`config.mk`:
```
export PLATFORM = sky130hd
export DESIGN_NAME = dmem_arbiter_flat
export DESIGN_NICKNAME = d
export VERILOG_FILES = /design/src/rtl/dmem_arbiter_if.sv /design/src/rtl/dmem_arbiter.sv /design/src/flat_wrapper.sv
export SDC_FILE = /design/constraint.sdc
export NUM_CORES = 1
export LEC_CHECK = 0
export CAP_MARGIN = 20
export CORE_AREA = 2 2 121 123
export DETAILED_ROUTE_END_ITERATION = 8
export DIE_AREA = 0 0 123 125
export PLACE_DENSITY = 0.79
export SYNTH_ARGS = -nofsm -noshare
export SYNTH_HDL_FRONTEND = slang
export SYNTH_SLANG_ARGS = --single-unit
```
`constraint.sdc`:
```
create_clock -name clk -period 6.65 [get_ports clk]
set_input_delay 1.995 -clock clk [delete_from_list [all_inputs] [get_ports clk]]
set_output_delay 1.995 -clock clk [all_outputs]
set_load 0.02 [all_outputs]
```
`src/rtl/dmem_arbiter_if.sv`:
```
// Requester-side bus of dmem_arbiter: two request/response channels.
// master = requester view, slave = arbiter view.
interface dmem_arbiter_if;
  logic        req0_valid;
  logic        req0_ready;
  logic [0:31] req0_addr;
  logic [31:0] req0_wdata;
  logic [2:0]  req0_memread;
  logic [1:0]  req0_memwrite;
  logic        rsp0_valid;
  logic [31:0] rsp0_rdata;
  logic        rsp0_err;

  logic        req1_valid;
  logic        req1_ready;
  logic [0:31] req1_addr;
  logic [31:0] req1_wdata;
  logic [2:0]  req1_memread;
  logic [1:0]  req1_memwrite;
  logic        rsp1_valid;
  logic [31:0] rsp1_rdata;
  logic        rsp1_err;

  modport master (
    output req0_valid, req0_addr, req0_wdata, req0_memread, req0_memwrite,
    output req1_valid, req1_addr, req1_wdata, req1_memread, req1_memwrite,
    input  req0_ready, rsp0_valid, rsp0_rdata, rsp0_err,
    input  req1_ready, rsp1_valid, rsp1_rdata, rsp1_err
  );

  modport slave (
    input  req0_valid, req0_addr, req0_wdata, req0_memread, req0_memwrite,
    input  req1_valid, req1_addr, req1_wdata, req1_memread, req1_memwrite,
    output req0_ready, rsp0_valid, rsp0_rdata, rsp0_err,
    output req1_ready, rsp1_valid, rsp1_rdata, rsp1_err
  );
endinterface

```
`src/rtl/dmem_arbiter.sv`:
```
// Two-requester round-robin arbiter in front of a single data memory port.
// Optional macro DMEM_ALIGN_CHECK_EN rejects word-misaligned addresses.
module dmem_arbiter #(
  parameter int unsigned MEM_BYTES = 2048
) (
  input  logic              clk,
  input  logic              rst_n,
  dmem_arbiter_if.slave     bus,
  output logic [31:0]       mem_address,
  output logic [31:0]       mem_writedata,
  output logic [2:0]        mem_MemRead,
  output logic [1:0]        mem_MemWrite,
  input  logic [31:0]       mem_data,
  output logic              busy
);

  localparam logic [1:0] IDLE  = 2'd0;
  localparam logic [1:0] ISSUE = 2'd1;
  localparam logic [1:0] RESP  = 2'd2;

  logic [1:0]  state;
  logic        last_grant;
  logic [31:0] cmd_addr;
  logic [31:0] cmd_wdata;
  logic [2:0]  cmd_rd;
  logic [1:0]  cmd_wr;
  logic        cmd_id;
  logic        cmd_bad;

  logic        sel;
  logic        accept;
  logic [0:31] sel_addr;
  logic [31:0] sel_wdata;
  logic [2:0]  sel_rd;
  logic [1:0]  sel_wr;

  // Range check is done in 33 bits so addresses near 2^32 cannot wrap into range.
  function automatic logic is_illegal(input logic [0:31] addr,
                                      input logic [2:0]  rd,
                                      input logic [1:0]  wr);
    logic        bad;
    logic [32:0] last_byte;
    last_byte = {1'b0, addr} + 33'd3;
    bad = ((rd != 3'b000) && (wr != 2'b00)) ||
          ((rd == 3'b000) && (wr == 2'b00)) ||
          (rd == 3'b001) || (rd == 3'b011) || (rd == 3'b101) ||
          (last_byte >= 33'(MEM_BYTES));
`ifdef DMEM_ALIGN_CHECK_EN
    bad = bad || (addr[30:31] != 2'b00);
`endif
    return bad;
  endfunction

  always_comb begin
    if (bus.req0_valid && bus.req1_valid) sel = ~last_grant;
    else                                  sel = ~bus.req0_valid;
    accept        = rst_n && (state == IDLE) && (bus.req0_valid || bus.req1_valid);
    bus.req0_ready = accept && !sel;
    bus.req1_ready = accept &&  sel;
    sel_addr  = sel ? bus.req1_addr     : bus.req0_addr;
    sel_wdata = sel ? bus.req1_wdata    : bus.req0_wdata;
    sel_rd    = sel ? bus.req1_memread  : bus.req0_memread;
    sel_wr    = sel ? bus.req1_memwrite : bus.req0_memwrite;
  end

  always_ff @(posedge clk) begin
    if (!rst_n) begin
      state      <= IDLE;
      last_grant <= 1'b1;
      cmd_addr   <= '0;
      cmd_wdata  <= '0;
      cmd_rd     <= '0;
      cmd_wr     <= '0;
      cmd_id     <= 1'b0;
      cmd_bad    <= 1'b0;
    end else begin
      case (state)
        IDLE: begin
          if (accept) begin
            cmd_addr   <= sel_addr;
            cmd_wdata  <= sel_wdata;
            cmd_rd     <= sel_rd;
            cmd_wr     <= sel_wr;
            cmd_id     <= sel;
            cmd_bad    <= is_illegal(sel_addr, sel_rd, sel_wr);
            last_grant <= sel;
            state      <= ISSUE;
          end
        end
        ISSUE:   state <= RESP;
        RESP:    state <= IDLE;
        default: state <= IDLE;
      endcase
    end
  end

  always_comb begin
    mem_address    = '0;
    mem_writedata  = '0;
    mem_MemRead    = '0;
    mem_MemWrite   = '0;
    bus.rsp0_valid = 1'b0;
    bus.rsp0_err   = 1'b0;
    bus.rsp0_rdata = '0;
    bus.rsp1_valid = 1'b0;
    bus.rsp1_err   = 1'b0;
    bus.rsp1_rdata = '0;
    busy           = (state != IDLE);
    if (state == ISSUE) begin
      mem_address   = cmd_addr;
      mem_writedata = cmd_wdata;
      if (!cmd_bad) begin
        mem_MemRead  = cmd_rd;
        mem_MemWrite = cmd_wr;
      end
    end else if (state == RESP) begin
      if (cmd_id) begin
        bus.rsp1_valid = 1'b1;
        bus.rsp1_err   = cmd_bad;
        bus.rsp1_rdata = (!cmd_bad && cmd_rd != 3'b000) ? mem_data : '0;
      end else begin
        bus.rsp0_valid = 1'b1;
        bus.rsp0_err   = cmd_bad;
        bus.rsp0_rdata = (!cmd_bad && cmd_rd != 3'b000) ? mem_data : '0;
      end
    end
  end

endmodule

```
`src/flat_wrapper.sv`:
```
// flat-port wrapper written by rule: the top's interface ports become plain ports
module dmem_arbiter_flat 
#(
  parameter int unsigned MEM_BYTES = 2048
)
  (clk, rst_n, mem_address, mem_writedata, mem_MemRead, mem_MemWrite, mem_data, busy, bus_req0_valid, bus_req0_addr, bus_req0_wdata, bus_req0_memread, bus_req0_memwrite, bus_req1_valid, bus_req1_addr, bus_req1_wdata, bus_req1_memread, bus_req1_memwrite, bus_req0_ready, bus_rsp0_valid, bus_rsp0_rdata, bus_rsp0_err, bus_req1_ready, bus_rsp1_valid, bus_rsp1_rdata, bus_rsp1_err);
  dmem_arbiter_if bus_i ();
  input  logic clk;
  input  logic rst_n;
  output logic [31:0] mem_address;
  output logic [31:0] mem_writedata;
  output logic [2:0] mem_MemRead;
  output logic [1:0] mem_MemWrite;
  input  logic [31:0] mem_data;
  output logic busy;
  input wire logic [$bits(bus_i.req0_valid)-1:0] bus_req0_valid;
  input wire logic [$bits(bus_i.req0_addr)-1:0] bus_req0_addr;
  input wire logic [$bits(bus_i.req0_wdata)-1:0] bus_req0_wdata;
  input wire logic [$bits(bus_i.req0_memread)-1:0] bus_req0_memread;
  input wire logic [$bits(bus_i.req0_memwrite)-1:0] bus_req0_memwrite;
  input wire logic [$bits(bus_i.req1_valid)-1:0] bus_req1_valid;
  input wire logic [$bits(bus_i.req1_addr)-1:0] bus_req1_addr;
  input wire logic [$bits(bus_i.req1_wdata)-1:0] bus_req1_wdata;
  input wire logic [$bits(bus_i.req1_memread)-1:0] bus_req1_memread;
  input wire logic [$bits(bus_i.req1_memwrite)-1:0] bus_req1_memwrite;
  output wire logic [$bits(bus_i.req0_ready)-1:0] bus_req0_ready;
  output wire logic [$bits(bus_i.rsp0_valid)-1:0] bus_rsp0_valid;
  output wire logic [$bits(bus_i.rsp0_rdata)-1:0] bus_rsp0_rdata;
  output wire logic [$bits(bus_i.rsp0_err)-1:0] bus_rsp0_err;
  output wire logic [$bits(bus_i.req1_ready)-1:0] bus_req1_ready;
  output wire logic [$bits(bus_i.rsp1_valid)-1:0] bus_rsp1_valid;
  output wire logic [$bits(bus_i.rsp1_rdata)-1:0] bus_rsp1_rdata;
  output wire logic [$bits(bus_i.rsp1_err)-1:0] bus_rsp1_err;
  assign bus_i.req0_valid = bus_req0_valid;
  assign bus_i.req0_addr = bus_req0_addr;
  assign bus_i.req0_wdata = bus_req0_wdata;
  assign bus_i.req0_memread = bus_req0_memread;
  assign bus_i.req0_memwrite = bus_req0_memwrite;
  assign bus_i.req1_valid = bus_req1_valid;
  assign bus_i.req1_addr = bus_req1_addr;
  assign bus_i.req1_wdata = bus_req1_wdata;
  assign bus_i.req1_memread = bus_req1_memread;
  assign bus_i.req1_memwrite = bus_req1_memwrite;
  assign bus_req0_ready = bus_i.req0_ready;
  assign bus_rsp0_valid = bus_i.rsp0_valid;
  assign bus_rsp0_rdata = bus_i.rsp0_rdata;
  assign bus_rsp0_err = bus_i.rsp0_err;
  assign bus_req1_ready = bus_i.req1_ready;
  assign bus_rsp1_valid = bus_i.rsp1_valid;
  assign bus_rsp1_rdata = bus_i.rsp1_rdata;
  assign bus_rsp1_err = bus_i.rsp1_err;
  dmem_arbiter #(.MEM_BYTES(MEM_BYTES)) u_core (.clk(clk), .rst_n(rst_n), .bus(bus_i), .mem_address(mem_address), .mem_writedata(mem_writedata), .mem_MemRead(mem_MemRead), .mem_MemWrite(mem_MemWrite), .mem_data(mem_data), .busy(busy));
endmodule
```
== After elaboration in Yosys (flattened, before gate mapping) ==
Index checks and enable logic that the tools add are counted.

* Output and inout bits: 140
* Register bits after elaboration: 74
* Logic and storage cells: 74

* $add $sub $neg: 1
* Muxes and demuxes: 32
* Bitwise operators: 2
* Eq/ne operators: 6
* Order comparisons: 1
* Reductions and logical operators: 24

{| class="wikitable"
|+ Operators with widths
! cell !! count
|-
| 32-bit 2-to-1 mux || 11
|-
| 32-bit by 2-bit adder with 33-bit output (second input constant) || 1
|-
| 33-bit by 12-bit >= comparator with 1-bit output (second input constant) || 1
|-
| 1-bit 2-to-1 mux || 13
|-
| 3-bit 2-to-1 mux || 3
|-
| 1-bit logical AND || 8
|-
| 2-bit 2-to-1 mux || 4
|-
| 1-bit logical OR || 6
|-
| 3-bit nonzero test || 2
|-
| 2-bit logical NOT || 2
|-
| 2-bit one-hot mux with 2 select lines || 1
|-
| 2-bit nonzero test || 2
|-
| 3-bit by 1-bit == test with 1-bit output (second input constant) || 1
|-
| 3-bit by 2-bit == test with 1-bit output (second input constant) || 1
|-
| 3-bit == test (second input constant) || 1
|-
| 3-bit logical NOT || 1
|-
| 2-bit by 1-bit == test with 1-bit output (second input constant) || 1
|-
| 2-bit == test (second input constant) || 1
|-
| 1-bit logical NOT || 2
|-
| 2-bit by 1-bit != test with 1-bit output (second input constant) || 1
|-
| 1-bit NOT || 2
|-
| 2-bit AND reduction || 1
|}

== Depth between registers and ports, before layout ==
* Word-level depth: 10
* Depth in mapped cells: 10
* Gate-level depth less buffers: 8

== Worst setup path after synthesis ==
Ideal clock, no wire load.

* Kind: input to output
* Start: in bus_req1_valid
* End: out bus_req1_ready
* Stages: 6
* Arrival time: 3.143 ns
* Setup slack: 1.512 ns
* Required time: 4.655 ns
* Path through: and2b_1 -> nor2_4 -> buf_6 -> clkbuf_1 -> clkbuf_1 -> nor2_1

* Word-level cells in the longest chain between the ends: 3

{| class="wikitable"
|+ Ends and longest elaborated chain
! what !! line !! text
|-
| from (decl) || flat_wrapper.sv:21 || <nowiki>input wire logic [$bits(bus_i.req1_valid)-1:0] bus_req1_valid;</nowiki>
|-
| 1-bit logical AND / 1-bit logical OR (equally long branches) || dmem_arbiter.sv:55, dmem_arbiter.sv:57 ||
|-
| 1-bit 2-to-1 mux / 1-bit logical AND (equally long branches) || dmem_arbiter.sv:55, dmem_arbiter.sv:57 ||
|-
| 1-bit logical AND (*) || dmem_arbiter.sv:59 || <nowiki>bus.req1_ready = accept && sel;</nowiki>
|-
| to (decl) || flat_wrapper.sv:30 || <nowiki>output wire logic [$bits(bus_i.req1_ready)-1:0] bus_req1_ready;</nowiki>
|}

Every way passes the cells marked *; elsewhere a longest branch is shown, timed or not.

== Final worst setup path ==
* Start: in bus_req1_valid
* End: out bus_req0_ready

* Word-level cells in the longest chain between the ends: 4

{| class="wikitable"
|+ Ends and longest elaborated chain
! what !! line !! text
|-
| 1-bit logical AND || dmem_arbiter.sv:55 || <nowiki>if (bus.req0_valid && bus.req1_valid) sel = ~last_grant;</nowiki>
|-
| 1-bit 2-to-1 mux || dmem_arbiter.sv:55 ||
|-
| 1-bit logical NOT || dmem_arbiter.sv:58 || <nowiki>bus.req0_ready = accept && !sel;</nowiki>
|-
| 1-bit logical AND (*) || dmem_arbiter.sv:58 ||
|-
| to (decl) || flat_wrapper.sv:26 || <nowiki>output wire logic [$bits(bus_i.req0_ready)-1:0] bus_req0_ready;</nowiki>
|}

Marks and branches as above.

==> impl_metrics.env <==
export IMPL_rr_worst_depth=9
export IMPL_syn_to_final_growth_pct=70.0
export IMPL_drt_vias_per_instance=5.12
export IMPL_ys_seq_area_share_pct=29.3
export IMPL_row_count=44
export IMPL_cp_slowest_cell="clkdlybuf4s50_1"
export IMPL_synth_area_um2=5050
export IMPL_syn_nets=836
export IMPL_hold_viol_final=0
export IMPL_yosysWarnings=0
export IMPL_multi_input_area_um2=3360
export IMPL_ir_worst_vdd_uv=98.9
export IMPL_htreeDepth=3
export IMPL_place_gp_congestion=0.911
export IMPL_place_ws_ps=926
export IMPL_rrSetupSlack_ps=3540
export IMPL_cts_hold_buffers=0
export IMPL_fill_cells=1323
export IMPL_rsz0062_at_grt="false"
export IMPL_dp_hpwl_um=14600
export IMPL_final_nets=1117
export IMPL_regArea_um2=1480
export IMPL_grtUsageMet3_pct=6.93
export IMPL_io_buffers=313
export IMPL_clkSlewWorstSetupHoldPaths_ps=60
export IMPL_max_clock_freq_ghz=0.176
export IMPL_core_um2=14200
export IMPL_worst_slack_ps=964
export IMPL_wl_per_cell_um=17.0
export IMPL_tns_ps=0
export IMPL_io_pins=314
export IMPL_min_path_type="register to register"
export IMPL_grt_pass1_wl_um=29500
export IMPL_die_y_um=125
export IMPL_ys_types=56
export IMPL_cts_buffers=9
export IMPL_worst_setup_path_start_kind="primary input"
export IMPL_clkLatencyLatePin_ps=340
export IMPL_vias=5798
export IMPL_finalCriticalPeriod_ps=5690
export IMPL_power_density_nw_per_um2=160
export IMPL_placed_area_um2=8280
export IMPL_initialDrtViolationCount=339
export IMPL_critPathArrivalTime_ps=3690
export IMPL_drv_slew=0
export IMPL_finalCritPeriodShare_pct=85.5
export IMPL_finalClockSkew_ps=9.80
export IMPL_grt_pass1_vias=5374
export IMPL_endpoint_kind="primary output"
export IMPL_cp_depth=4
export IMPL_fin_util_pct=60.5
export IMPL_crit_top_cell="clkdlybuf4s50_1"
export IMPL_antenna_found_initial=3
export IMPL_slowest_delay_ps=680
export IMPL_ant_nets=0
export IMPL_ys_seq_elements=74
export IMPL_critPathBufInv=2
export IMPL_maxCapViolCount=0
export IMPL_cts_setup_buffers=0
export IMPL_fin_area_um2=8590
export IMPL_grtUsageMet2_pct=42.9
export IMPL_drc=0
export IMPL_cts_tree="done"
export IMPL_path_cells="clkdlybuf4s50_1, o211ai_1, nor2_1, clkdlybuf4s50_1"
export IMPL_leakage_nw=3.64
export IMPL_netlist_instances=662
export IMPL_overflow=0
export IMPL_path_class="primary input to primary output"
export IMPL_numClockSinks=74
export IMPL_slew_headroom_pct=34.8
export IMPL_synthFlopType="dfxtp_1"
export IMPL_hold_path_depth=2
export IMPL_grtUsageMet1_pct=28.8
export IMPL_grt_use_total_pct=24.5
export IMPL_top_usage_layer="met2"
export IMPL_initial_utilization_pct=35.6
export IMPL_critical_path_required_ps=4660
export IMPL_tightest_slew_ps=979
export IMPL_dieArea_um2=15400
export IMPL_avgSynthCellArea_um2=7.63
export IMPL_grt_max_degree=74
export IMPL_die_w_um=123
export IMPL_status="completed"
export IMPL_cts_resized=0
export IMPL_clk_path_buf_depth=2
export IMPL_cpLargestDelayFamily="buffers and inverters"
export IMPL_routed_wl_um=19300
export IMPL_cts_root_buf="clkbuf_16"
export IMPL_dr_pass1_iters=5
export IMPL_postSynth_asyncResetShare_pct=0
export IMPL_setup_viol=0
export IMPL_synth_edf_count=0
export IMPL_drive_gt1_share_pct=5.06
export IMPL_cp_max_fo=4
[power by group]
| part | internal, W | switching, W | total, W |
|---|---|---|---|
| registers | 0.000490 | 0.0000224 | 0.000512 |
| clock network | 0.000282 | 0.000196 | 0.000479 |
| logic | 0.000200 | 0.000184 | 0.000384 |
[layout by cell type (no fill, tap or decap), drive strengths merged, types with 3 or more instances in the layout]
cell and n:
dfxtp 74, mux2 3, a21oi 17, a31oi 4
nor2 20, clkbuf 12, o21ai 44, a32oi 3
inv 3, xor2 4, a22o 3, nand2 83
xnor2 3, clkdlybuf4s50 312, nor3 11, buf 11
mux2i 36, and2 139, nand3 80, nand4 10
o211a 33, nor3b 3, and3 8, a211oi 5
[sequential cells by signal (all words and copies together), names as in the netlist]
signal	flops
u_core.cmd_wdata	32
u_core.state	2
u_core.cmd_wr	2
u_core.cmd_addr	32
u_core.cmd_rd	3
u_core.last_grant	1
u_core.cmd_id	1
u_core.cmd_bad	1
[cell families after synthesis]
logic type | count (synthesis) | synth area share [%]
and+or+nand+nor | 366 | 39.3
AOI/OAI and AO/OA | 120 | 17.7
DFF | 74 | 29.3
buffers and inverters | 56 | 4.70
muxes | 39 | 7.80
xor gates and xnor gates | 7 | 1.21
[routing by layer]
layer  part of all wire (%)  up-vias
li1                       -     2881
met1                     39     2617
met2                     50      264
met3                    8.7       32
met4                    2.4        4
met5                   0.15        -
[worst paths after layout]
| path | start | end |
|---|---|---|
| max | bus_req1_valid | bus_req0_ready |
| min | u_core.cmd_addr[18] | u_core.cmd_addr[18] |
| max reg2reg | u_core.last_grant | u_core.cmd_bad |
| min reg2reg | u_core.cmd_addr[18] | u_core.cmd_addr[18] |
[worst reg2reg max path, stage by stage (launching register included)]
cell and delay, ps:
dfxtp_1 330, nand2b_4 230, nand2_4 100, buf_4 730, a32oi_2 440, nor2_8 220, nand2_2 70, or4_4 540
a211oi_2 250, a31oi_1 110
[Yosys cell counts, drive strengths merged, types with 2 or more instances]
| master | count | area share, % |
|---|---|---|
| a211oi | 5 | 0.84 |
| a21oi | 17 | 1.9 |
| a22o | 3 | 0.52 |
| a22oi | 2 | 0.57 |
| a31oi | 4 | 0.50 |
| a32oi | 3 | 0.67 |
| and2 | 139 | 17 |
| and3 | 8 | 0.99 |
| buf | 14 | 1.6 |
| clkbuf | 39 | 2.9 |
| dfxtp | 74 | 29 |
| inv | 2 | 0.15 |
| mux2 | 3 | 0.67 |
| mux2i | 36 | 7.1 |
| nand2 | 83 | 6.2 |
| nand3 | 80 | 7.9 |
| nand4 | 10 | 1.4 |
| nor2 | 20 | 2.0 |
| nor2b | 2 | 0.25 |
| nor3 | 11 | 1.3 |
| nor3b | 3 | 0.45 |
| nor4 | 2 | 0.25 |
| o211a | 33 | 6.5 |
| o211ai | 2 | 0.30 |
| o21ai | 44 | 4.4 |
| o22ai | 2 | 0.25 |
| or3 | 2 | 0.25 |
| xnor2 | 3 | 0.52 |
| xor2 | 4 | 0.69 |
[cell type report]
class / instances / share of cell area, %
Antenna cell: 1 / 0.0291
Clock buffer: 12 / 3.10
Clock inverter: 4 / 0.291
Inverter: 3 / 0.131
Multi-Input combinational cell: 532 / 39.1
Sequential cell: 74 / 17.2
Tap cell: 184 / 2.68
Timing Repair Buffer: 323 / 37.4
[stage by stage]
stage | hold WS, ps | power, W | cells
2_1_floorplan | 435 | 0.000701 | 662
3_3_place_gp | 445 | 0.000898 | 1115
3_5_place_dp | 454 | 0.000903 | 1115
4_1_cts | 467 | 0.00138 | 1131
5_1_grt | 489 | 0.00144 | 1132
6_report | 463 | 0.00137 | 1133
Note: power is estimated with default switching activity, not from simulation.
